--- config.mk ---
export PLATFORM = sky130hd
export DESIGN_NAME = mem_bus_arbiter
export DESIGN_NICKNAME = d
export VERILOG_FILES = /design/src/rtl/mem_bus_arbiter_pkg.sv /design/src/rtl/mem_bus_arbiter_pick.sv /design/src/rtl/mem_bus_arbiter.sv
export SDC_FILE = /design/constraint.sdc
export NUM_CORES = 1
export LEC_CHECK = 0
export BUFFER_PORTS_ARGS = -buffer_cell sky130_fd_sc_hd__buf_2
export CELL_PAD_IN_SITES_DETAIL_PLACEMENT = 1
export CELL_PAD_IN_SITES_GLOBAL_PLACEMENT = 2
export CORE_AREA = 8 8 206 208
export DETAILED_ROUTE_END_ITERATION = 6
export DIE_AREA = 0 0 214 216
export MAX_ROUTING_LAYER = met4
export PLACE_DENSITY_LB_ADDON = 0.1
export SETUP_SLACK_MARGIN = 0.02
export SLEW_MARGIN = 20
export SYNTH_ARGS = -nofsm -noshare
export SYNTH_HDL_FRONTEND = slang
export SYNTH_SLANG_ARGS = --single-unit
--- constraint.sdc ---
create_clock -name clk -period 1.2 [get_ports clk]
set_input_delay 0.18 -clock clk [delete_from_list [all_inputs] [get_ports clk]]
set_output_delay 0.18 -clock clk [all_outputs]
set_load 0.01 [all_outputs]
--- src/rtl/mem_bus_arbiter_pkg.sv ---
// Shared types and default widths for the IFU/LSU memory port arbiter.
// Imported by the arbiter top and its grant-pick helper.
package mem_bus_arbiter_pkg;

    localparam int ARB_ADDR_W = 64;
    localparam int ARB_DATA_W = 64;

    typedef enum logic [1:0] {
        IDLE  = 2'd0,
        ISSUE = 2'd1,
        WAIT  = 2'd2
    } arb_state_e;

    typedef enum logic {
        OWN_IFU = 1'b0,
        OWN_LSU = 1'b1
    } arb_owner_e;

    // Bits needed to count LSU grants from 0 up to and including the cap.
    function automatic int streak_width(input int streak_max);
        return $clog2(streak_max + 1);
    endfunction

endpackage

--- src/rtl/mem_bus_arbiter_pick.sv ---
// Grant decision for one IDLE cycle: LSU priority, capped by the LSU streak
// counter so a waiting IFU is served after LSU_STREAK_MAX consecutive LSU grants.
module mem_arb_pick
    import mem_bus_arbiter_pkg::*;
#(
    parameter int LSU_STREAK_MAX = 4,
    parameter int STREAK_W       = streak_width(LSU_STREAK_MAX)
) (
    input  logic                ifu_req_valid,
    input  logic                lsu_req_valid,
    input  logic [STREAK_W-1:0] streak,
    output logic                grant_valid,
    output logic                grant_owner,
    output logic [STREAK_W-1:0] streak_next
);

    localparam logic [STREAK_W-1:0] STREAK_CAP = STREAK_W'(LSU_STREAK_MAX);

    logic lsu_wins;

    // NOTE: every output gets a default before the conditionals so no path
    // leaves a value unassigned, which would otherwise infer a latch.
    always_comb begin
        lsu_wins    = lsu_req_valid && (!ifu_req_valid || (streak < STREAK_CAP));
        grant_valid = ifu_req_valid || lsu_req_valid;
        grant_owner = lsu_wins ? OWN_LSU : OWN_IFU;
        streak_next = streak;
        if (grant_valid) begin
            // LSU beating a waiting IFU implies streak < cap, so +1 cannot overflow.
            if (lsu_wins && ifu_req_valid) begin
                streak_next = streak + 1'b1;
            end else begin
                streak_next = '0;
            end
        end
    end

endmodule

--- src/rtl/mem_bus_arbiter.sv ---
// Single-outstanding arbiter sharing the core memory port between IFU and LSU;
// routes each response back to the requester that issued the transaction.
module mem_bus_arbiter
    import mem_bus_arbiter_pkg::*;
#(
    parameter int ADDR_W         = ARB_ADDR_W,
    parameter int DATA_W         = ARB_DATA_W,
    parameter int LSU_STREAK_MAX = 4
) (
    input  logic                clk,
    input  logic                rst_n,

    input  logic                ifu_req_valid,
    output logic                ifu_req_ready,
    input  logic [ADDR_W-1:0]   ifu_addr,
    output logic                ifu_rsp_valid,
    input  logic                ifu_rsp_ready,
    output logic [DATA_W-1:0]   ifu_rdata,

    input  logic                lsu_req_valid,
    output logic                lsu_req_ready,
    input  logic [ADDR_W-1:0]   lsu_addr,
    input  logic                lsu_wen,
    input  logic [DATA_W-1:0]   lsu_wdata,
    input  logic [DATA_W/8-1:0] lsu_wmask,
    output logic                lsu_rsp_valid,
    input  logic                lsu_rsp_ready,
    output logic [DATA_W-1:0]   lsu_rdata,

    output logic                mem_req_valid,
    input  logic                mem_req_ready,
    output logic [ADDR_W-1:0]   mem_addr,
    output logic                mem_wen,
    output logic [DATA_W-1:0]   mem_wdata,
    output logic [DATA_W/8-1:0] mem_wmask,
    input  logic                mem_rsp_valid,
    output logic                mem_rsp_ready,
    input  logic [DATA_W-1:0]   mem_rdata
);

    localparam int STREAK_W = streak_width(LSU_STREAK_MAX);

    arb_state_e          state_q, state_d;
    arb_owner_e          owner_q, owner_d;
    logic [STREAK_W-1:0] streak_q, streak_d;

    logic                grant_valid;
    logic                grant_owner;
    logic [STREAK_W-1:0] streak_next;

    logic in_issue;
    logic in_wait;
    logic own_lsu;
    logic owner_req_valid;
    logic owner_rsp_ready;

    mem_arb_pick #(
        .LSU_STREAK_MAX (LSU_STREAK_MAX),
        .STREAK_W       (STREAK_W)
    ) u_pick (
        .ifu_req_valid (ifu_req_valid),
        .lsu_req_valid (lsu_req_valid),
        .streak        (streak_q),
        .grant_valid   (grant_valid),
        .grant_owner   (grant_owner),
        .streak_next   (streak_next)
    );

    // Phase qualifiers are gated by rst_n so every handshake output is already
    // low during the reset cycle, before the synchronous reset takes effect.
    assign in_issue        = rst_n && (state_q == ISSUE);
    assign in_wait         = rst_n && (state_q == WAIT);
    assign own_lsu         = (owner_q == OWN_LSU);
    assign owner_req_valid = own_lsu ? lsu_req_valid : ifu_req_valid;
    assign owner_rsp_ready = own_lsu ? lsu_rsp_ready : ifu_rsp_ready;

    // Request side: only the owner sees the memory port, and only in ISSUE.
    assign mem_req_valid = in_issue && owner_req_valid;
    assign ifu_req_ready = in_issue && !own_lsu && mem_req_ready;
    assign lsu_req_ready = in_issue &&  own_lsu && mem_req_ready;

    assign mem_addr  = in_issue ? (own_lsu ? lsu_addr : ifu_addr) : '0;
    assign mem_wen   = in_issue && own_lsu && lsu_wen;
    assign mem_wdata = (in_issue && own_lsu) ? lsu_wdata : '0;
    assign mem_wmask = (in_issue && own_lsu) ? lsu_wmask : '0;

    // Response side: memory data reaches the owner only while waiting on it.
    assign mem_rsp_ready = in_wait && owner_rsp_ready;
    assign ifu_rsp_valid = in_wait && !own_lsu && mem_rsp_valid;
    assign lsu_rsp_valid = in_wait &&  own_lsu && mem_rsp_valid;
    assign ifu_rdata     = (in_wait && !own_lsu) ? mem_rdata : '0;
    assign lsu_rdata     = (in_wait &&  own_lsu) ? mem_rdata : '0;

    always_comb begin
        state_d  = state_q;
        owner_d  = owner_q;
        streak_d = streak_q;
        case (state_q)
            IDLE: begin
                if (grant_valid) begin
                    state_d  = ISSUE;
                    owner_d  = arb_owner_e'(grant_owner);
                    streak_d = streak_next;
                end
            end
            ISSUE: begin
                if (mem_req_valid && mem_req_ready) begin
                    state_d = WAIT;
                end
            end
            WAIT: begin
                // Returning to IDLE first means a request arriving now waits a cycle.
                if (mem_rsp_valid && mem_rsp_ready) begin
                    state_d = IDLE;
                end
            end
            default: state_d = IDLE;
        endcase
    end

    // NOTE: state registers use non-blocking assignments so every flop samples
    // the pre-edge values, independent of statement order.
    always_ff @(posedge clk) begin
        if (!rst_n) begin
            state_q  <= IDLE;
            owner_q  <= OWN_IFU;
            streak_q <= '0;
        end else begin
            state_q  <= state_d;
            owner_q  <= owner_d;
            streak_q <= streak_d;
        end
    end

endmodule

==> Yosys cells after proc, flatten, opt, wreduce, memory -nomap -nowiden <==
Index checks and enable logic that the tools add are counted.
{ "op_classes": {"add_sub_neg": 1, "mul": 0, "div": 0, "n_lt_le_gt_ge": 1, "n_eq_ne": 5, "shift": 0, "n_mux": 14, "bitwise_logic": 0, "reduce_logical": 24} }
{ "ops": {"columns": ["operator", "count"], "rows": [
  ["64-bit two-way mux", 5],
  ["1-bit logical AND", 17],
  ["8-bit two-way mux", 1],
  ["2-bit two-way mux", 3],
  ["2-bit one-hot mux with 3 select lines", 1],
  ["2-bit by 1-bit != test with 1-bit output (second input constant)", 2],
  ["3-bit by 1-bit adder with 3-bit output (second input constant)", 1],
  ["3-bit < comparator (second input constant)", 1],
  ["1-bit two-way mux", 3],
  ["3-bit two-way mux", 1],
  ["3-bit AND reduction", 1],
  ["2-bit by 1-bit == test with 1-bit output (second input constant)", 1],
  ["2-bit == test (second input constant)", 1],
  ["1-bit logical NOT", 2],
  ["2-bit logical NOT", 1],
  ["1-bit logical OR", 2],
  ["2-bit != test (second input constant)", 1],
  ["2-bit AND reduction", 1]
]} }
{ "totals": {"ff_bits": 6, "latch_bits": 0, "mem_bits_rw": 0, "rom_bits": 0, "input_bits": 273, "output_inout_bits": 271, "wordCells": 48, "n_memories": 0} }

==> Depth between registers and ports, before layout <==
Gate-level depths: netlist of run 1.
{ "depth": {"depth_word": 6, "mapped_depth": 5, "ltp_nobuf": 3} }

==> Hierarchy <==
Synthesis of run 1 repeated with hierarchy kept, for this count alone.
{ "unflattened": {"cells_unflattened": 346, "area_unflattened_um2": 2454.9} }
{ "modules_own_cells": {"columns": ["module", "instances", "cells_per_inst", "area_each_um2", "seq_area_each_um2"], "rows": [
  ["mem_bus_arbiter", 1, 337, 2378.5, 120.1],
  ["mem_arb_pick", 1, 9, 76.3, 0.0]
]} }

==> Worst setup path before layout of run 1 <==
OpenSTA, ideal clock, no wires.
{ "synth_path": {"path_kind": "register -> output", "start": "register state_q[1]", "end": "output mem_addr[17]", "arrival_time_ns": 1.132, "required_ns": 1.020, "slack_ns": -0.112, "stages_incl_launch_ff": 6, "n_path_buf": 2, "cell_sequence": "dfxtp_1 > nand3b_1 > nor2_2 > buf_4 > buf_4 > a22o_1"} }
{ "synth_between": {"elab_chain_cells": 3} }
{ "synth_rtl": {"columns": ["element", "line_no", "rtl"], "rows": [
  ["from (decl)", "mem_bus_arbiter.sv:43", "arb_state_e state_q, state_d;"],
  ["from (signal assigned)", "mem_bus_arbiter.sv:129", "state_q <= state_d;"],
  ["2-bit by 1-bit == test with 1-bit output", "mem_bus_arbiter.sv:71", "assign in_issue = rst_n && (state_q == ISSUE);"],
  ["1-bit logical AND", "mem_bus_arbiter.sv:71", null],
  ["64-bit two-way mux", "mem_bus_arbiter.sv:82", "assign mem_addr = in_issue ? (own_lsu ? lsu_addr : ifu_addr) : '0;"],
  ["to (decl)", "mem_bus_arbiter.sv:32", "output logic [ADDR_W-1:0] mem_addr,"]
]} }
Every way passes these cells.

==> Worst setup path in the final report of run 1 <==
{ "layout_path": {"start": "register state_q[0]", "end": "output ifu_rdata[51]"} }
{ "layout_between": {"elab_chain_cells": 4} }
{ "layout_rtl": {"columns": ["element", "line_no", "rtl"], "rows": [
  ["2-bit == test", "mem_bus_arbiter.sv:72", "assign in_wait = rst_n && (state_q == WAIT);"],
  ["1-bit logical AND", "mem_bus_arbiter.sv:72", null],
  ["1-bit logical AND", "mem_bus_arbiter.sv:91", "assign ifu_rdata = (in_wait && !own_lsu) ? mem_rdata : '0;"],
  ["64-bit two-way mux", "mem_bus_arbiter.sv:91", null],
  ["to (decl)", "mem_bus_arbiter.sv:18", "output logic [DATA_W-1:0] ifu_rdata,"]
]} }
Every way passes these cells.

==> results of run 1 <==
==> power groups by stage <==
stage	combinational [mW]	clock, mW	sequential, mW
after floorplan	0.446	0	0.225
after global placement	1.40	0	0.221
after detailed placement	1.38	0	0.222
after CTS	1.53	0.553	0.218
after global routing	1.70	0.565	0.220
final	1.57	0.536	0.219
==> final cells by class <==
cell class,count,area share (%)
clock buffer,3,0.969
inverter,1,0.0484
tap,525,8.48
antenna,16,0.517
sequential,6,1.58
timing repair buffer,610,57.6
multi-input combinational,304,30.8
==> cells by family (layout without fill, tap and decap cells) <==
kind of cell               count (synthesis)  count (layout)  synth area share (%)
AOI/OAI and AO/OA                         73              73                  25.7
adders and majority gates                  1               1                 0.522
buffers and inverters                     38             614                  9.09
DFF                                        6               6                  5.02
muxes                                      2               2                 0.836
other                                      0              16                     0
and+or+nand+nor                          228             228                  58.8
==> registers in the layout, indices dropped and copies added (netlist names) <==
| signal | flops |
|---|---|
| state_q | 2 |
| own_lsu | 1 |
| streak_q | 3 |
==> stage by stage <==
step	TNS, ns	cell area, um2	worst slack (ns)
global placement	-96.61	6200	-0.457
floorplan	-18.57	2590	-0.0901
finish	-157.43	7750	-0.655
detailed placement	-99.17	6200	-0.450
CTS	-164.39	7120	-0.686
global route	-184.35	7750	-0.751
==> worst max path at each step <==
stage	endpoint	cells past startpoint	slack [ns]
global route	ifu_rdata[39]	7	-0.75
floorplan	mem_addr[14]	5	-0.09
CTS	mem_addr[16]	7	-0.69
global placement	mem_addr[16]	6	-0.46
finish	ifu_rdata[51]	7	-0.66
detailed placement	mem_addr[16]	6	-0.45
==> timing repair <==
item,in CTS,in global routing
endpoints found under the hold margin,0,0
gates resized for setup,150,127
buffers inserted,15,5
setup endpoints to repair,273,276
pin swaps,20,32
gates cloned,6,7
==> layer usage <==
metal  vias up  part of all wire, %  track usage, %
met1      2300                   35            11.9
met2       304                   55            24.1
li1       2341                    -               -
met5         -                    0               -
met4         0                 0.15            1.45
met3         2                  9.8            5.19
==> cell usage in the layout (no fill, tap or decap), types with 2 or more instances in the layout <==
cell         n
nor2_4       4
buf_2      414
nand4_1      2
a21boi_0     3
nor2_1       5
clkbuf_16    9
buf_6      115
nand3b_1     2
o21ai_2      2
buf_8        6
and2_1     103
buf_4       45
buf_16       5
and2_4     102
dfxtp_1      4
a22o_1      63
diode_2     16
buf_12      17
dfxtp_2      2
o21ai_1      2
==> worst register-to-register path: stages, from the launching register on <==
cell and delay, ns:
dfxtp_1 0.35, buf_6 0.16, mux2i_4 0.25, nor2_1 0.08, nor4b_2 0.25
==> results.ini, run 1 <==
[clocking]
tritoncts=built
cts_buffers=3
cts_max_path_buffers=2
cts.sinks=6
cts_hold_buf=0
htreeDepth=1
clockRootBuffer=clkbuf_16
clkTransAtPathRegs_ns=0.03
insertion_delay_ns=0.23

[worst_setup_path]
crit-reg2reg-capture=state_q[0]
rrSetupSlack_ns=0.01
end_kind=output pin
path_max_fanout=11
cp_cell_sequence=nand3b_1, buf_4, nor2_4, buf_12, clkbuf_16, and2_1, buf_4
setup.worst_path.start_class=register
path_common_cell=buf_4
critPathBufInv=4
slowest_stage=dfxtp_2
cpPeakStageDelay_ns=0.31
crit_type=register to output pin
path_delay_family=buffers and inverters
cp.required_ns=1.02
crit_start=state_q[0]
rr_worst_depth=4
r2r-start=own_lsu
crit_arrival_ns=1.68

[die]
num_rows=73
coreArea_mm2=0.0392
floorplan.initialDensity_pct=6.11
fp.dieH_um=216
die_area_mm2=0.0462
fp.dieW_um=214
io-pin-count=544

[logic_synthesis]
seq_area_frac_synth_pct=5.02
yosys_most_used_dff=dfxtp_1
synth-async-reset-ratio_pct=0
synth_nets=622
ys_top_cells_by_area=and2_1 (54%), a22o_1 (23%), dfxtp_1 (5.0%), buf_2 (4.4%), buf_4 (4.1%)
synth_top_area_share_pct=53.6
yosysMostFrequentCell=and2_1
netlist_area_mm2=0.00239
ys_ff_latch=6
synth_edf_count=0
yosysTopAreaCell=and2_1
synthTopCellsByCount=and2_1 (205), a22o_1 (64), buf_2 (21)
ys_warn_count=0
avgSynthCellArea_um2=6.88
syn_inst=348
synth.distinct_cells=26

[timing]
whs_ns=0.347
skew_ns=0.000364
setup_slack_ns=-0.655
layout_min_cycle_time_ns=1.86
period_share_pct=155
worst_pin_slew_ns=0.269
max_slew_margin_pct=82.0
finalMaxSlewViolations=0
fmax_mhz=539
final_hold_viol_count=0
rsz0062_at_grt=yes
finalSetupViolations=271

[global_routing]
grt_pass1_wl_um=41600
grt_max_degree=35
antenna_found_initial=16
grt_overflow_total=0
grt_pass1_vias=5427
grtUsageTotal_pct=12.6

[min_path]
hold_start=mem_rsp_valid
holdPathEnd=state_q[1]
min_path_type=input port to register
worstHoldPathCells=3

[pwr]
intPower_mw=1.52
leakage_nw=4.28
ir_drop_v=0.000307
swShare_pct=34.7
combPwrFrac_pct=67.5
total_power_mw=2.33
power.density_mw_per_mm2=300
switching_power_mw=0.807
power.share.sequential_pct=9.4
clkPwrFrac_pct=23.0

[final_layout]
fillCellCount=4768
drive_above_1_share_pct=79.1
seq_area_um2=123
finalNetCount=1200
final_cells=1465
area_growth_pct=224
multi_input_area_mm2=0.00239
utilization_pct=19.8

[routing]
num_vias=4947
antenna_left=0
via_per_inst=3.38
first_iter_violations=105
wl_per_cell_um=21.4
finalWirelength_um=31300
drc=0
drtPass1Iterations=4

[place]
place_inst=1418
place.port_buffers=543
gp_congestion=0.762
hpwl_um=26700

[flow_run]
maxCapViolCount=0

[outcome]
violations=negative setup slack
status=complete, but fails checks

Note: power is estimated with default switching activity, not from simulation.
==> run 2: changes to the inputs <==
--- a/config.mk
+++ b/config.mk
@@ -18,3 +18,4 @@
 export SYNTH_ARGS = -nofsm -noshare
 export SYNTH_HDL_FRONTEND = slang
 export SYNTH_SLANG_ARGS = --single-unit
+export TNS_END_PERCENT = 50
==> results.ini, run 2 (synthesis gave the netlist of run 1 again) <==
[timing]
worst_pin_slew_ns=0.300
whs_ns=0.349
fmax_mhz=537
setup_slack_ns=-0.663
final.setup.tns_ns=-153.84
period_share_pct=155
skew_ns=0.00318
layout_min_cycle_time_ns=1.86
final_hold_viol_count=0
rsz0062_at_grt=yes
max_slew_margin_pct=79.9
finalSetupViolations=271
finalMaxSlewViolations=0

[final_layout]
seq_area_um2=124
layout_commonest_cell=buf_2
largest_reg_flops=3
finalNetCount=1214
largest-register=streak_q
multi_input_area_mm2=0.00244
drive_above_1_share_pct=80.7
fillCellCount=4715
utilization_pct=21.3
area_growth_pct=248
final_cell_mix=buf_2 (376), buf_6 (171), and2_4 (111)
stdcell_area_mm2=0.00835

[flow_run]
maxCapViolCount=0

[worst_setup_path]
path_max_fanout=8
r2r-start=own_lsu
crit_start=state_q[1]
crit_type=register to output pin
rr_worst_depth=4
rrSetupSlack_ns=0.03
crit_arrival_ns=1.68
crit-reg2reg-capture=state_q[1]
cp.required_ns=1.02
setup.worst_path.start_class=register
end_kind=output pin

[min_path]
holdPathEnd=own_lsu
min_path_type=input port to register
hold_start=rst_n
worstHoldPathCells=3

[place]
gp_congestion=0.850
hpwl_um=28800
placed_area_mm2=0.00623
place.port_buffers=543

[die]
io-pin-count=544
die_area_mm2=0.0462
fp.dieH_um=216
fp.dieW_um=214
floorplan.initialDensity_pct=6.11
num_rows=73
coreArea_mm2=0.0392

[routing]
finalWirelength_um=34000
wl_per_cell_um=22.9
drtPass1Iterations=4
drc=0
via_per_inst=3.44
num_vias=5102
first_iter_violations=143
antenna_left=0

[pwr]
switching_power_mw=0.888
combPwrFrac_pct=69.9
total_power_mw=2.54
power.share.sequential_pct=8.7
ir_drop_v=0.000303
clkPwrFrac_pct=21.3
intPower_mw=1.65
leakage_nw=4.46
swShare_pct=34.9
power.density_mw_per_mm2=304

[clocking]
htreeDepth=1
cts.sinks=6
cts_buffers=3
cts_max_path_buffers=2
clkTransAtPathRegs_ns=0.03
tritoncts=built
insertion_delay_ns=0.23
clockRootBuffer=clkbuf_16

[global_routing]
grt_max_degree=22
antenna_found_initial=20
grt_pass1_wl_um=45400
grt_overflow_total=0
grt_pass1_vias=5692
grtUsageTotal_pct=14.0

[outcome]
status=complete, but fails checks
violations=negative setup slack

-- run 2: area by class of cell --
cell class	count	area share [%]
antenna	19	0.570
sequential	6	1.48
tap	525	7.87
multi-input combinational	304	29.2
inverter	1	0.0450
clock buffer	3	0.900
timing repair buffer	624	59.9
-- run 2: power by group through the flow --
stage	sequential (mW)	combinational [mW]	clock, mW
finish	0.222	1.78	0.542
global route	0.224	1.90	0.566
CTS	0.221	1.68	0.553
detailed placement	0.224	1.41	0
global placement	0.225	1.42	0
floorplan	0.225	0.437	0
-- run 2: worst max-delay path, cell delays in order (launching register included) --
cell and delay [ns]:
dfxtp_2 0.31, nand3b_1 0.17, buf_4 0.16, nor2_4 0.09, buf_6 0.15, buf_8 0.13, clkbuf_16 0.15, a22o_1 0.17
buf_6 0.12
-- run 2: per-layer routing --
metal / vias up / GRT usage (%) / wire (um)
met5: - / - / 0
met4: 0 / 2.78 / 663
met3: 28 / 6.39 / 3710
met2: 348 / 26.0 / 17800
met1: 2336 / 13.1 / 11800
li1: 2390 / - / -
-- run 2: metrics by stage --
step	setup slack (ns)	cells
final	-0.663	1482
after floorplan	-0.0901	348
after global placement	-0.473	1425
after global routing	-0.750	1479
after CTS	-0.671	1455
after detailed placement	-0.473	1425
-- run 2: worst max-delay path by stage --
stage,depth (start not counted),slack [ns],end
floorplan,5,-0.09,mem_addr[14]
CTS,7,-0.67,mem_addr[6]
detailed placement,6,-0.47,mem_addr[20]
finish,8,-0.66,mem_addr[41]
global route,8,-0.75,mem_addr[49]
global placement,6,-0.47,mem_addr[20]
-- run 2: repair_timing --
item                                    CTS  global route
resized for setup                       173           211
pin swaps                                24            49
endpoints found under the setup margin  273           277
hold buffers                              0             0
buffers inserted                         17             5
cloned                                   11             5
